$ cat src/rtl/flow_width_conv.sv
// flow_width_conv: valid/ready width converter that upsizes, downsizes or passes through.
// Define FLOW_WIDTH_CONV_LAST_EN to add src_last / dst_last / dst_keep framing ports.
module flow_width_conv #(
    parameter int SRC_DW    = 8,
    parameter int DST_DW    = 16,
    parameter bit LSB_FIRST = 1'b1
) (
    input  logic              clk,
    input  logic              rst,
    input  logic              cfg_en,
    input  logic              src_val,
    output logic              src_rdy,
    input  logic [SRC_DW-1:0] src_data,
    output logic              dst_val,
    input  logic              dst_rdy,
    output logic [DST_DW-1:0] dst_data
`ifdef FLOW_WIDTH_CONV_LAST_EN
    ,
    input  logic              src_last,
    output logic              dst_last,
    output logic [((DST_DW > SRC_DW) ? DST_DW / SRC_DW : 1)-1:0] dst_keep
`endif
);
    localparam int NW    = (SRC_DW < DST_DW) ? SRC_DW : DST_DW;
    localparam int WW    = (SRC_DW < DST_DW) ? DST_DW : SRC_DW;
    localparam int RATIO = WW / NW;
    localparam int CW    = (RATIO > 1) ? $clog2(RATIO) : 1;
    localparam logic [CW-1:0] LAST_IDX = CW'(RATIO - 1);

    logic en;
    assign en = cfg_en && !rst;

    // Bit offset of narrow beat k inside the wide word.
    function automatic int slot_base(input int k, input int w);
        return (LSB_FIRST ? k : RATIO - 1 - k) * w;
    endfunction

    if (WW % NW != 0) begin : g_bad_ratio
        $error("flow_width_conv: widths %0d/%0d are not an integer ratio", WW, NW);
    end else if (DST_DW > SRC_DW) begin : g_up
        typedef enum logic {FILL, FULL} up_state_e;
        up_state_e         state_q, state_d;
        logic [DST_DW-1:0] acc_q, acc_d;
        logic [CW-1:0]     cnt_q, cnt_d;
        logic              src_acc, word_done;

        assign dst_val  = cfg_en && (state_q == FULL);
        assign src_rdy  = en && (!dst_val || dst_rdy);
        assign src_acc  = src_val && src_rdy;
        assign dst_data = acc_q;
`ifdef FLOW_WIDTH_CONV_LAST_EN
        assign word_done = (cnt_q == LAST_IDX) || src_last;
`else
        assign word_done = (cnt_q == LAST_IDX);
`endif

        always_comb begin
            state_d = state_q;
            acc_d   = acc_q;
            cnt_d   = cnt_q;
            if (!cfg_en) begin
                state_d = FILL;
                acc_d   = '0;
                cnt_d   = '0;
            end else if (src_acc) begin
                // A new word starts from zero so short words come out zero-padded.
                if (cnt_q == '0) acc_d = '0;
                acc_d[slot_base(int'(cnt_q), SRC_DW) +: SRC_DW] = src_data;
                if (word_done) begin
                    state_d = FULL;
                    cnt_d   = '0;
                end else begin
                    state_d = FILL;
                    cnt_d   = cnt_q + CW'(1);
                end
            end else if (dst_val && dst_rdy) begin
                state_d = FILL;
            end
        end

        always_ff @(posedge clk or posedge rst) begin
            if (rst) begin
                state_q <= FILL;
                acc_q   <= '0;
                cnt_q   <= '0;
            end else begin
                state_q <= state_d;
                acc_q   <= acc_d;
                cnt_q   <= cnt_d;
            end
        end

`ifdef FLOW_WIDTH_CONV_LAST_EN
        logic [RATIO-1:0] keep_q;
        logic             last_q;

        always_ff @(posedge clk or posedge rst) begin
            if (rst) begin
                keep_q <= '0;
                last_q <= 1'b0;
            end else if (!cfg_en) begin
                keep_q <= '0;
                last_q <= 1'b0;
            end else if (src_acc) begin
                keep_q <= ((cnt_q == '0) ? '0 : keep_q) | (RATIO'(1) << cnt_q);
                last_q <= src_last;
            end
        end

        assign dst_keep = keep_q;
        assign dst_last = last_q;
`endif
    end else if (SRC_DW > DST_DW) begin : g_down
        typedef enum logic {EMPTY, HOLD} dn_state_e;
        dn_state_e         state_q, state_d;
        logic [SRC_DW-1:0] hold_q, hold_d;
        logic [CW-1:0]     idx_q, idx_d;
        logic              src_acc, last_beat;

        assign dst_val   = cfg_en && (state_q == HOLD);
        assign last_beat = (idx_q == LAST_IDX);
        assign src_rdy   = en && (!dst_val || (dst_rdy && last_beat));
        assign src_acc   = src_val && src_rdy;
        assign dst_data  = hold_q[slot_base(int'(idx_q), DST_DW) +: DST_DW];

        always_comb begin
            state_d = state_q;
            hold_d  = hold_q;
            idx_d   = idx_q;
            if (!cfg_en) begin
                state_d = EMPTY;
                hold_d  = '0;
                idx_d   = '0;
            end else if (src_acc) begin
                // Also covers reload on the final-beat handshake: no bubble.
                state_d = HOLD;
                hold_d  = src_data;
                idx_d   = '0;
            end else if (dst_val && dst_rdy) begin
                if (last_beat) begin
                    state_d = EMPTY;
                    idx_d   = '0;
                end else begin
                    idx_d = idx_q + CW'(1);
                end
            end
        end

        always_ff @(posedge clk or posedge rst) begin
            if (rst) begin
                state_q <= EMPTY;
                hold_q  <= '0;
                idx_q   <= '0;
            end else begin
                state_q <= state_d;
                hold_q  <= hold_d;
                idx_q   <= idx_d;
            end
        end

`ifdef FLOW_WIDTH_CONV_LAST_EN
        logic last_q;

        always_ff @(posedge clk or posedge rst) begin
            if (rst) begin
                last_q <= 1'b0;
            end else if (!cfg_en) begin
                last_q <= 1'b0;
            end else if (src_acc) begin
                last_q <= src_last;
            end
        end

        assign dst_last = dst_val && last_beat && last_q;
        assign dst_keep = 1'b1;
`endif
    end else begin : g_pass
        logic [DST_DW-1:0] data_q;
        logic              val_q;

        assign dst_val  = cfg_en && val_q;
        assign src_rdy  = en && (!dst_val || dst_rdy);
        assign dst_data = data_q;

        always_ff @(posedge clk or posedge rst) begin
            if (rst) begin
                val_q  <= 1'b0;
                data_q <= '0;
            end else if (!cfg_en) begin
                val_q  <= 1'b0;
                data_q <= '0;
            end else if (src_val && src_rdy) begin
                val_q  <= 1'b1;
                data_q <= src_data;
            end else if (dst_val && dst_rdy) begin
                val_q  <= 1'b0;
            end
        end

`ifdef FLOW_WIDTH_CONV_LAST_EN
        logic last_q;

        always_ff @(posedge clk or posedge rst) begin
            if (rst) begin
                last_q <= 1'b0;
            end else if (!cfg_en) begin
                last_q <= 1'b0;
            end else if (src_val && src_rdy) begin
                last_q <= src_last;
            end
        end

        assign dst_last = last_q;
        assign dst_keep = 1'b1;
`endif
    end
endmodule
$ cat config.mk
export PLATFORM = sky130hd
export DESIGN_NAME = flow_width_conv
export DESIGN_NICKNAME = d
export VERILOG_FILES = /design/src/rtl/flow_width_conv.sv
export SDC_FILE = /design/constraint.sdc
export NUM_CORES = 1
export LEC_CHECK = 0
export BUFFER_PORTS_ARGS = -buffer_cell sky130_fd_sc_hd__buf_2
export CORE_MARGIN = 2
export CORE_UTILIZATION = 49
export CTS_BUF_LIST = sky130_fd_sc_hd__clkbuf_16
export DETAILED_ROUTE_END_ITERATION = 10
export GPL_TIMING_DRIVEN = 0
export HOLD_SLACK_MARGIN = 0.08
export PLACE_DENSITY = 0.89
export SLEW_MARGIN = 0
export SYNTH_ARGS = -nofsm -noshare
export SYNTH_HDL_FRONTEND = slang
export SYNTH_SLANG_ARGS = --single-unit
export TNS_END_PERCENT = 1
$ cat constraint.sdc
create_clock -name clk -period 1.93 [get_ports clk]
set_input_delay 0.386 -clock clk [delete_from_list [all_inputs] [get_ports clk]]
set_output_delay 0.386 -clock clk [all_outputs]
set_load 0.02 [all_outputs]
==> impl_metrics.csv, run 1 <==
group,metric,value,unit
worst_setup_path,cp_slowest_stage_delay,0.35,ns
finish,final_cells,113,
logic_synthesis,yosys_warnings,0,
grt,grt_max_degree,20,
power_and_ir_drop,total_power,0.900,mW
grt,antenna_found_initial,0,
die,die_h,44.2,microns
clocking,cts_tree,"built",
worst_setup_path,path_cells,"buf_2 > clkinvlp_4 > and3_1 > buf_2",
clocking,htree_levels,1,
timing,max_slew_margin,70.2,%
timing,rsz0062_at_grt,"no",
worst_setup_path,worst_setup_path_start_kind,"input pin",
worst_setup_path,cp_common_cell,"buf_2",
worst_setup_path,crit_type,"in2out",
timing,clock-skew-final,0.000686,ns
die,dieArea,1950,sq um
die,initial_core_util,52.5,%
clocking,clkTransAtPathRegs,0.05,ns
logic_synthesis,yosysUniqueCellTypes,15,
placement,dp_cells,110,
clocking,clk_latency,0.24,ns
routing,drt_iter0_drc,4,
finish,nNetsFinal,112,
routing,via_count,589,
die,die_x,44.2,microns
power_and_ir_drop,ir_drop,0.000547,V
placement,hpwl,1100,microns
clocking,cts_sinks,18,
finish,multiInputGateArea,269,sq um
finish,drive_gt1_share,43.3,%
finish,fin_area,1040,sq um
die,rows,14,
placement,io_buffers,30,
timing,whs,0.159,ns
grt,grt-ovfl-total,0,
worst_setup_path,required,1.54,ns
timing,setup_viol,0,
finish,ff_latch_area,450,sq um
die,ioPinCount,31,
clocking,hold_buffers,0,
clocking,cts_inserted_buffers,3,
timing,report.final.hold_viol_count,0,
timing,period_share,89.2,%
finish,fillers,123,
routing,wl,1630,microns
timing,worst_pin_slew,0.444,ns
worst_setup_path,crit_fanout,19,
finish,area_growth,31.5,%
logic_synthesis,ys_seq_area_share,57.0,%
logic_synthesis,syn_avg_cell_area,12.4,sq um
grt,grt_use_total,19.0,%
outcome,status,"complete, no violations",
logic_synthesis,syn_area,791,sq um
worst_setup_path,cp_slowest_cell,"clkinvlp_4",
finish,final_cell_mix,"buf_2 (30), dfrtp_1 (18), inv_1 (9)",
finish,layout_commonest_cell,"buf_2",
logic_synthesis,syn_inst,64,
timing,fmax,0.581,GHz
placement,gp_congestion,0.733,
worst_setup_path,cp.arrival,1.33,ns
placement,place_area,961,sq um
routing,postRouteAntennaNets,0,
flow_run,cap_viol_max_count,0,
power_and_ir_drop,leakage,0.651,nW
grt,grt_pass1_vias,591,
clocking,cts_root_buf,"clkbuf_16",
die,coreArea,1510,sq um
routing,avgRoutedWirePerCell,14.5,microns
routing,drc_errors,0,
min_path,hp-class,"in2async",
logic_synthesis,ys_seq_elements,18,
timing,finalSetupTns,0,ns
routing,vias_per_cell,5.21,
logic_synthesis,syn-num-nets,77,
power_and_ir_drop,power.density,866,nW/um^2
timing,finalCriticalPeriod,1.72,ns
clocking,cts_buffer_depth,2,
finish,diodes,0,
worst_setup_path,critPathCaptureType,"output port",
routing,dr.pass1.iters,3,
timing,slew_viol_final,0,
grt,grt_pass1_wl,2680,microns
==> metal layers <==
metal  global-route usage, %  part of all wire [%]  vias up
met3                    3.67                   4.6        0
met2                    30.0                    51       18
li1                        -                     -      280
met4                    5.45                     0        0
met5                       0                     0        -
met1                    26.8                    44      291
==> state kept, by name (all words and copies together) (netlist names) <==
name / count
g_up.state_q: 1
dst_data: 16
g_up.cnt_q: 1
==> where the power goes <==
part	total, mW	internal [mW]	switching, mW	leakage (nW)
clock network	0.404	0.272	0.131	0.0370
registers	0.399	0.392	0.00770	0.247
logic	0.0973	0.0397	0.0576	0.367
total	0.900	0.703	0.197	0.651
==> worst max-delay path: cells and delay by family <==
kind | cells | cell delay [ns]
buf+inv | 3 | 0.63
simple gates | 1 | 0.31
==> cell type report <==
class                           count  share of cell area, %
Buffer                              3                   3.25
Clock buffer                        3                   7.22
Inverter                           10                   3.97
Multi-Input combinational cell     33                   25.9
Sequential cell                    18                   43.3
Tap cell                           16                   1.93
Timing Repair Buffer               30                   14.4
==> synthesized netlist by cell type <==
| cell type | instances | area (sq um) |
|---|---|---|
| a21bo_2 | 1 | 10.0 |
| a21boi_2 | 1 | 11.3 |
| a21o_1 | 1 | 7.51 |
| a22o_1 | 8 | 70.1 |
| and2_1 | 1 | 6.26 |
| and3_1 | 1 | 6.26 |
| and4_4 | 1 | 11.3 |
| buf_6 | 3 | 33.8 |
| dfrtp_1 | 18 | 450 |
| inv_1 | 10 | 37.5 |
| mux2i_1 | 8 | 80.1 |
| nand2_1 | 8 | 30.0 |
| nand2b_4 | 1 | 13.8 |
| nand4b_1 | 1 | 8.76 |
| nor2b_4 | 1 | 13.8 |
==> kinds of logic after synthesis <==
group | Yosys count | share of synthesized area (%)
flip-flops | 18 | 57.0
AND/OR/NAND/NOR | 14 | 11.4
buffers and inverters | 13 | 9.02
AO/OA/AOI/OAI | 11 | 12.5
multiplexers | 8 | 10.1
==> repair_timing <==
item / in CTS / in global routing
endpoints found under the setup margin: 0 / 1
resized for setup: 0 / 1
setup buffers: 0 / 0
endpoints found under the hold margin: 0 / 0
==> path summary, 6_finish.rpt <==
check,start,to,slack [ns],cells past startpoint
hold reg to reg,dst_data[11],dst_data[11],0.51,1
hold / removal,rst,dst_data[14],0.16,2
max in group asynchronous,rst,dst_data[6],1.52,2
setup / recovery,rst,src_rdy,0.21,4
setup reg to reg,g_up.state_q,dst_data[15],0.80,3
min in group clk,src_data[1],dst_data[9],0.37,2
==> stage by stage <==
stage	utilization (%)	worst slack [ns]
5_1_grt	69.0	0.0821
4_1_cts	68.8	0.0874
6_report	69.0	0.209
3_5_place_dp	63.8	0.0893
3_3_place_gp	63.8	0.115
2_1_floorplan	-	0.404
Note: power is estimated with default switching activity, not from simulation.
==> run 2: changes to the inputs <==
- CORE_UTILIZATION: 49 -> 41
- PLACE_DENSITY: 0.89 -> 0.81
- clock period: 1.93 -> 1.4 ns (I/O delays scaled with it)
==> run 2 against run 1 <==
Sequential cell count unchanged. Register-to-register slack worse by 0.52 ns. Largest power group unchanged. Critical path depth down 1. Highest routed layer is now met4. Sequential power grew 38%. Critical path type is now reg2out. Core utilization decreased by 8.8 points. Cell area is 2.2% higher. Total power is 39% higher. Clock skew rose by 0.0036 ns. Count of clock-buffer cells in the layout unchanged.
==> impl_metrics.csv, run 2 (same netlist as run 1, synthesis figures left out) <==
group,metric,value,unit
die,die_x,47.9,microns
timing,finalSetupTns,0,ns
grt,grt_max_degree,19,
power_and_ir_drop,ir_drop,0.000692,V
routing,avgRoutedWirePerCell,13.1,microns
clocking,htree_levels,1,
grt,grt_pass1_wl,2420,microns
placement,pre_cts_slack,-0.249,ns
grt,grt_pass1_vias,559,
die,dieArea,2300,sq um
grt,met3_usage,3.40,%
grt,grt-ovfl-total,0,
grt,grtUsageMet1,18.5,%
finish,drive_gt1_share,43.4,%
clocking,clkTransAtPathRegs,0.05,ns
grt,grt_use_total,15.9,%
finish,area_growth,34.3,%
die,initial_core_util,44.8,%
timing,worst_pin_slew,0.457,ns
timing,slew_viol_final,0,
die,coreArea,1760,sq um
finish,diodes,0,
routing,dr.pass1.iters,3,
timing,fmax,0.761,GHz
power_and_ir_drop,power.density,1170,nW/um^2
outcome,status,"complete, no violations",
finish,final_cell_mix,"buf_2 (30), dfrtp_1 (18), inv_1 (9)",
routing,via_count,599,
flow_run,cap_viol_max_count,0,
worst_setup_path,reg2reg_slack,0.28,ns
worst_setup_path,required,1.12,ns
clocking,cts_sinks,18,
placement,hpwl,1130,microns
finish,nNetsFinal,113,
timing,report.final.hold_viol_count,0,
finish,largest_reg_flops,16,
routing,drc_errors,0,
min_path,hp-class,"in2async",
worst_setup_path,worst_setup_path_start_kind,"flip-flop",
finish,final_core_util,60.2,%
timing,rsz0062_at_grt,"no",
worst_setup_path,cp-startpoint,"g_up.state_q",
worst_setup_path,r2r_start,"g_up.state_q",
clocking,hold_buffers,0,
worst_setup_path,rr_endpoint,"dst_data[11]",
timing,setup_viol,0,
placement,io_buffers,30,
worst_setup_path,crit_fanout,4,
routing,vias_per_cell,4.83,
finish,final_cells,124,
worst_setup_path,cp.arrival,1.03,ns
clocking,cts_tree,"built",
timing,clock-skew-final,0.00433,ns
grt,grt_busiest_layer,"met2",
placement,dp_cells,119,
timing,whs,0.104,ns
grt,grt_use_met2,26.7,%
timing,period_share,93.8,%
worst_setup_path,cp_slowest_cell,"dfrtp_1",
finish,layout_commonest_cell,"buf_2",
timing,fin_ws,0.0863,ns
power_and_ir_drop,leakage,0.657,nW
die,die_h,47.9,microns
timing,finalCriticalPeriod,1.31,ns
clocking,cts_buffer_depth,2,
worst_setup_path,setup.worst_path.end,"src_rdy",
routing,drt_iter0_drc,4,
clocking,cts_root_buf,"clkbuf_16",
die,rows,15,
timing,max_slew_margin,69.3,%
worst_setup_path,critPathCaptureType,"output port",
routing,wl,1630,microns
placement,gp_congestion,0.688,
routing,postRouteAntennaNets,0,
worst_setup_path,crit_type,"reg2out",
grt,antenna_found_initial,0,
worst_setup_path,cp_slowest_stage_delay,0.39,ns
clocking,cts_inserted_buffers,3,
die,ioPinCount,31,
worst_setup_path,path_cells,"nand2b_4 > and3_1 > buf_2",
clocking,clk_latency,0.25,ns
worst_setup_path,r2r_cells,3,
[run 2: stage by stage]
step / power [mW] / area, sq um
3_3_place_gp: 0.688 / 972
2_1_floorplan: 0.639 / 791
3_5_place_dp: 0.692 / 972
5_1_grt: 1.29 / 1060
6_report: 1.25 / 1060
4_1_cts: 1.26 / 1060
[run 2: per-layer routing]
metal  up-vias  routed length (microns)
met5         -                        0
met3         6                       85
met1       284                      682
li1        288                        -
met4         0                       48
met2        21                      813
[run 2: area by class of cell]
| class | instances | area, sq um |
|---|---|---|
| Buffer | 3 | 33.8 |
| Clock buffer | 3 | 75.1 |
| Timing Repair Buffer | 31 | 158 |
| Sequential cell | 18 | 450 |
| Inverter | 10 | 41.3 |
| Multi-Input combinational cell | 33 | 269 |
| Clock inverter | 1 | 3.75 |
| Tap cell | 25 | 31.3 |
| Fill cell | 165 | 702 |
[run 2: worst min-delay path by stage]
stage / from / end / cells after the start
6_report: rst / dst_data[14] / 3
5_1_grt: rst / dst_data[7] / 3
4_1_cts: rst / dst_data[6] / 3
3_5_place_dp: rst / dst_data[7] / 2
3_3_place_gp: rst / g_up.state_q / 2
2_1_floorplan: rst / dst_data[0] / 1
[run 2: critical path, delay by kind of cell (launching register included)]
kind | cells | cell delay (ns)
DFF | 1 | 0.39
buffers and inverters | 1 | 0.15
and+or+nand+nor | 2 | 0.24
[run 2: what timing repair did]
item / CTS / global route
buffers inserted: 1 / 0
resized for setup: 1 / 0
endpoints found under the setup margin: 1 / 0
[run 2: report_power, final]
group | internal, mW | switching (mW) | total, mW | leakage (nW)
clock | 0.379 | 0.182 | 0.561 | 0.0385
combinational | 0.0565 | 0.0796 | 0.136 | 0.372
sequential | 0.540 | 0.00997 | 0.550 | 0.247
total | 0.975 | 0.271 | 1.25 | 0.657
==> run 3: changes to the inputs <==
- CTS_CLUSTER_SIZE: not set -> 8
- SETUP_SLACK_MARGIN: not set -> 0.2
- clock period: 1.4 -> 1.2 ns (I/O delays scaled with it)
==> run 3 against run 2 <==
The run now ends with negative setup slack left. Clock skew about the same. Routed wire length up 19%. Hold slack worse by 0.036 ns. Sequential cell count unchanged. Core utilization up 6.7 points. Via count up 5.2%. Sequential share of layout area down 4.3 points. Global-route usage up 3.5 points. First-iteration DRC count up 75%. Register-to-register slack worse by 0.29 ns. Count of clock-buffer cells in the layout unchanged. Non-clock buffer count up 1. Largest power group unchanged.
==> impl_metrics.csv, run 3 (same netlist as run 1, synthesis figures left out) <==
group,metric,value,unit
timing,rsz0062_at_grt,"yes",
routing,drt-met1-wl,716,microns
timing,fin_ws,-0.0583,ns
clocking,cts_root_buf,"clkbuf_16",
clocking,cts_sinks,18,
placement,hpwl,1210,microns
clocking,clkTransAtPathRegs,0.05,ns
finish,nNetsFinal,114,
worst_setup_path,reg2reg_slack,-0.01,ns
die,rows,15,
routing,wl,1940,microns
finish,final_cell_mix,"buf_6 (20), dfrtp_1 (18), buf_2 (13)",
power_and_ir_drop,power.density,1270,nW/um^2
routing,met3WireLength,88,microns
worst_setup_path,cp_slowest_stage_delay,0.40,ns
worst_setup_path,worst_setup_path_start_kind,"flip-flop",
routing,postRouteAntennaNets,0,
die,dieArea,2300,sq um
flow_run,cap_viol_max_count,0,
timing,max_slew_margin,68.1,%
timing,worst_pin_slew,0.475,ns
placement,gp_congestion,0.740,
routing,dr.pass1.iters,4,
worst_setup_path,cp_slowest_cell,"dfrtp_1",
clocking,cts_tree,"built",
placement,io_buffers,30,
placement,dp_cells,119,
finish,final_core_util,67.0,%
clocking,cts_buffer_depth,2,
finish,area_growth,49.4,%
worst_setup_path,crit_fanout,3,
grt,grt_pass1_wl,3020,microns
outcome,status,"finished, violations left",
power_and_ir_drop,leakage,0.673,nW
worst_setup_path,rr_endpoint,"dst_data[14]",
grt,grt_max_degree,19,
worst_setup_path,cp.arrival,1.02,ns
grt,grt_pass1_vias,662,
finish,layout_commonest_cell,"buf_6",
clocking,cts_inserted_buffers,3,
timing,clock-skew-final,0.00474,ns
routing,met2WireLength,1130,microns
worst_setup_path,critPathCaptureType,"output port",
timing,whs,0.0683,ns
finish,fillers,159,
min_path,hp-class,"in2async",
finish,ff_latch_area,450,sq um
die,initial_core_util,44.8,%
timing,setup_viol,6,
die,die_x,47.9,microns
worst_setup_path,r2r_start,"g_up.state_q",
routing,avgRoutedWirePerCell,15.5,microns
finish,largest_reg_flops,16,
worst_setup_path,r2r_cells,5,
timing,period_share,105,%
die,die_h,47.9,microns
grt,grt_use_total,19.5,%
worst_setup_path,worst-path-buf-inv,1,
routing,via_count,630,
timing,fmax,0.795,GHz
finish,multiInputGateArea,274,sq um
worst_setup_path,path_delay_family,"flip-flops",
outcome,failed_checks,"negative setup slack",
grt,grt-ovfl-total,0,
routing,top_layer,"met4",
worst_setup_path,required,0.96,ns
finish,fin_area,1180,sq um
timing,report.final.hold_viol_count,0,
routing,vias_per_cell,5.04,
die,coreArea,1760,sq um
timing,finalCriticalPeriod,1.26,ns
finish,drive_gt1_share,45.0,%
timing,slew_viol_final,0,
clocking,htree_levels,1,
finish,diodes,0,
placement,place_area,981,sq um
worst_setup_path,path_cells,"nand2b_4 > and3_4 > buf_6",
routing,drt_iter0_drc,7,
clocking,clk_latency,0.25,ns
die,ioPinCount,31,
placement,pre_cts_slack,-0.253,ns
power_and_ir_drop,ir_drop,0.00118,V
routing,drc_errors,0,
grt,antenna_found_initial,0,
finish,final_cells,125,
worst_setup_path,crit_type,"reg2out",
run 3: cell count changes in the layout (fill, tap and decap cells not counted):
cell	change
and3_4	+1
buf_6	+17
buf_4	+1
and3_1	-1
buf_2	-17
run 3: how the worst max path moves through the flow:
stage | cells past startpoint | startpoint | slack, ns | endpoint
floorplan | 2 | rst | 0.17 | src_rdy
global placement | 4 | rst | -0.24 | src_rdy
detailed placement | 4 | rst | -0.25 | src_rdy
CTS | 3 | g_up.state_q | -0.05 | src_rdy
global route | 3 | g_up.state_q | -0.10 | src_rdy
finish | 3 | g_up.state_q | -0.06 | src_rdy
run 3: tightest hold or removal path, delay by kind of cell:
family	cells	cell delay, ns
buffers and inverters	3	0.45
run 3: per-layer routing:
layer / up-vias / global-route usage, %
li1: 287 / -
met1: 316 / 20.9
met2: 23 / 36.5
met3: 4 / 6.42
met4: 0 / 4.32
met5: - / 0
run 3: through the flow:
stage | TNS (ns) | power (mW)
2_1_floorplan | 0 | 0.748
3_3_place_gp | -0.236 | 0.806
3_5_place_dp | -0.253 | 0.813
4_1_cts | -0.0554 | 1.50
5_1_grt | -0.572 | 1.55
6_report | -0.0759 | 1.49
run 3: area by class of cell:
cell class	instances	share of cell area, %
flip-flops and latches	18	38.1
multi-input cells	33	23.2
repair buffers	32	23.0
clock buffers	3	6.36
clock inverters	1	0.318
well taps	25	2.65
plain buffers	3	2.86
inverters	10	3.50
run 3: power breakdown:
group / internal [mW] / switching, mW
registers: 0.630 / 0.0169
logic: 0.0919 / 0.0973
clock network: 0.442 / 0.216
total: 1.16 / 0.330
run 3: timing repair:
action	in CTS	in global routing
hold endpoints to repair	18	0
pin swaps	7	0
setup buffers	2	0
resized for setup	34	0
endpoints found under the setup margin	36	36
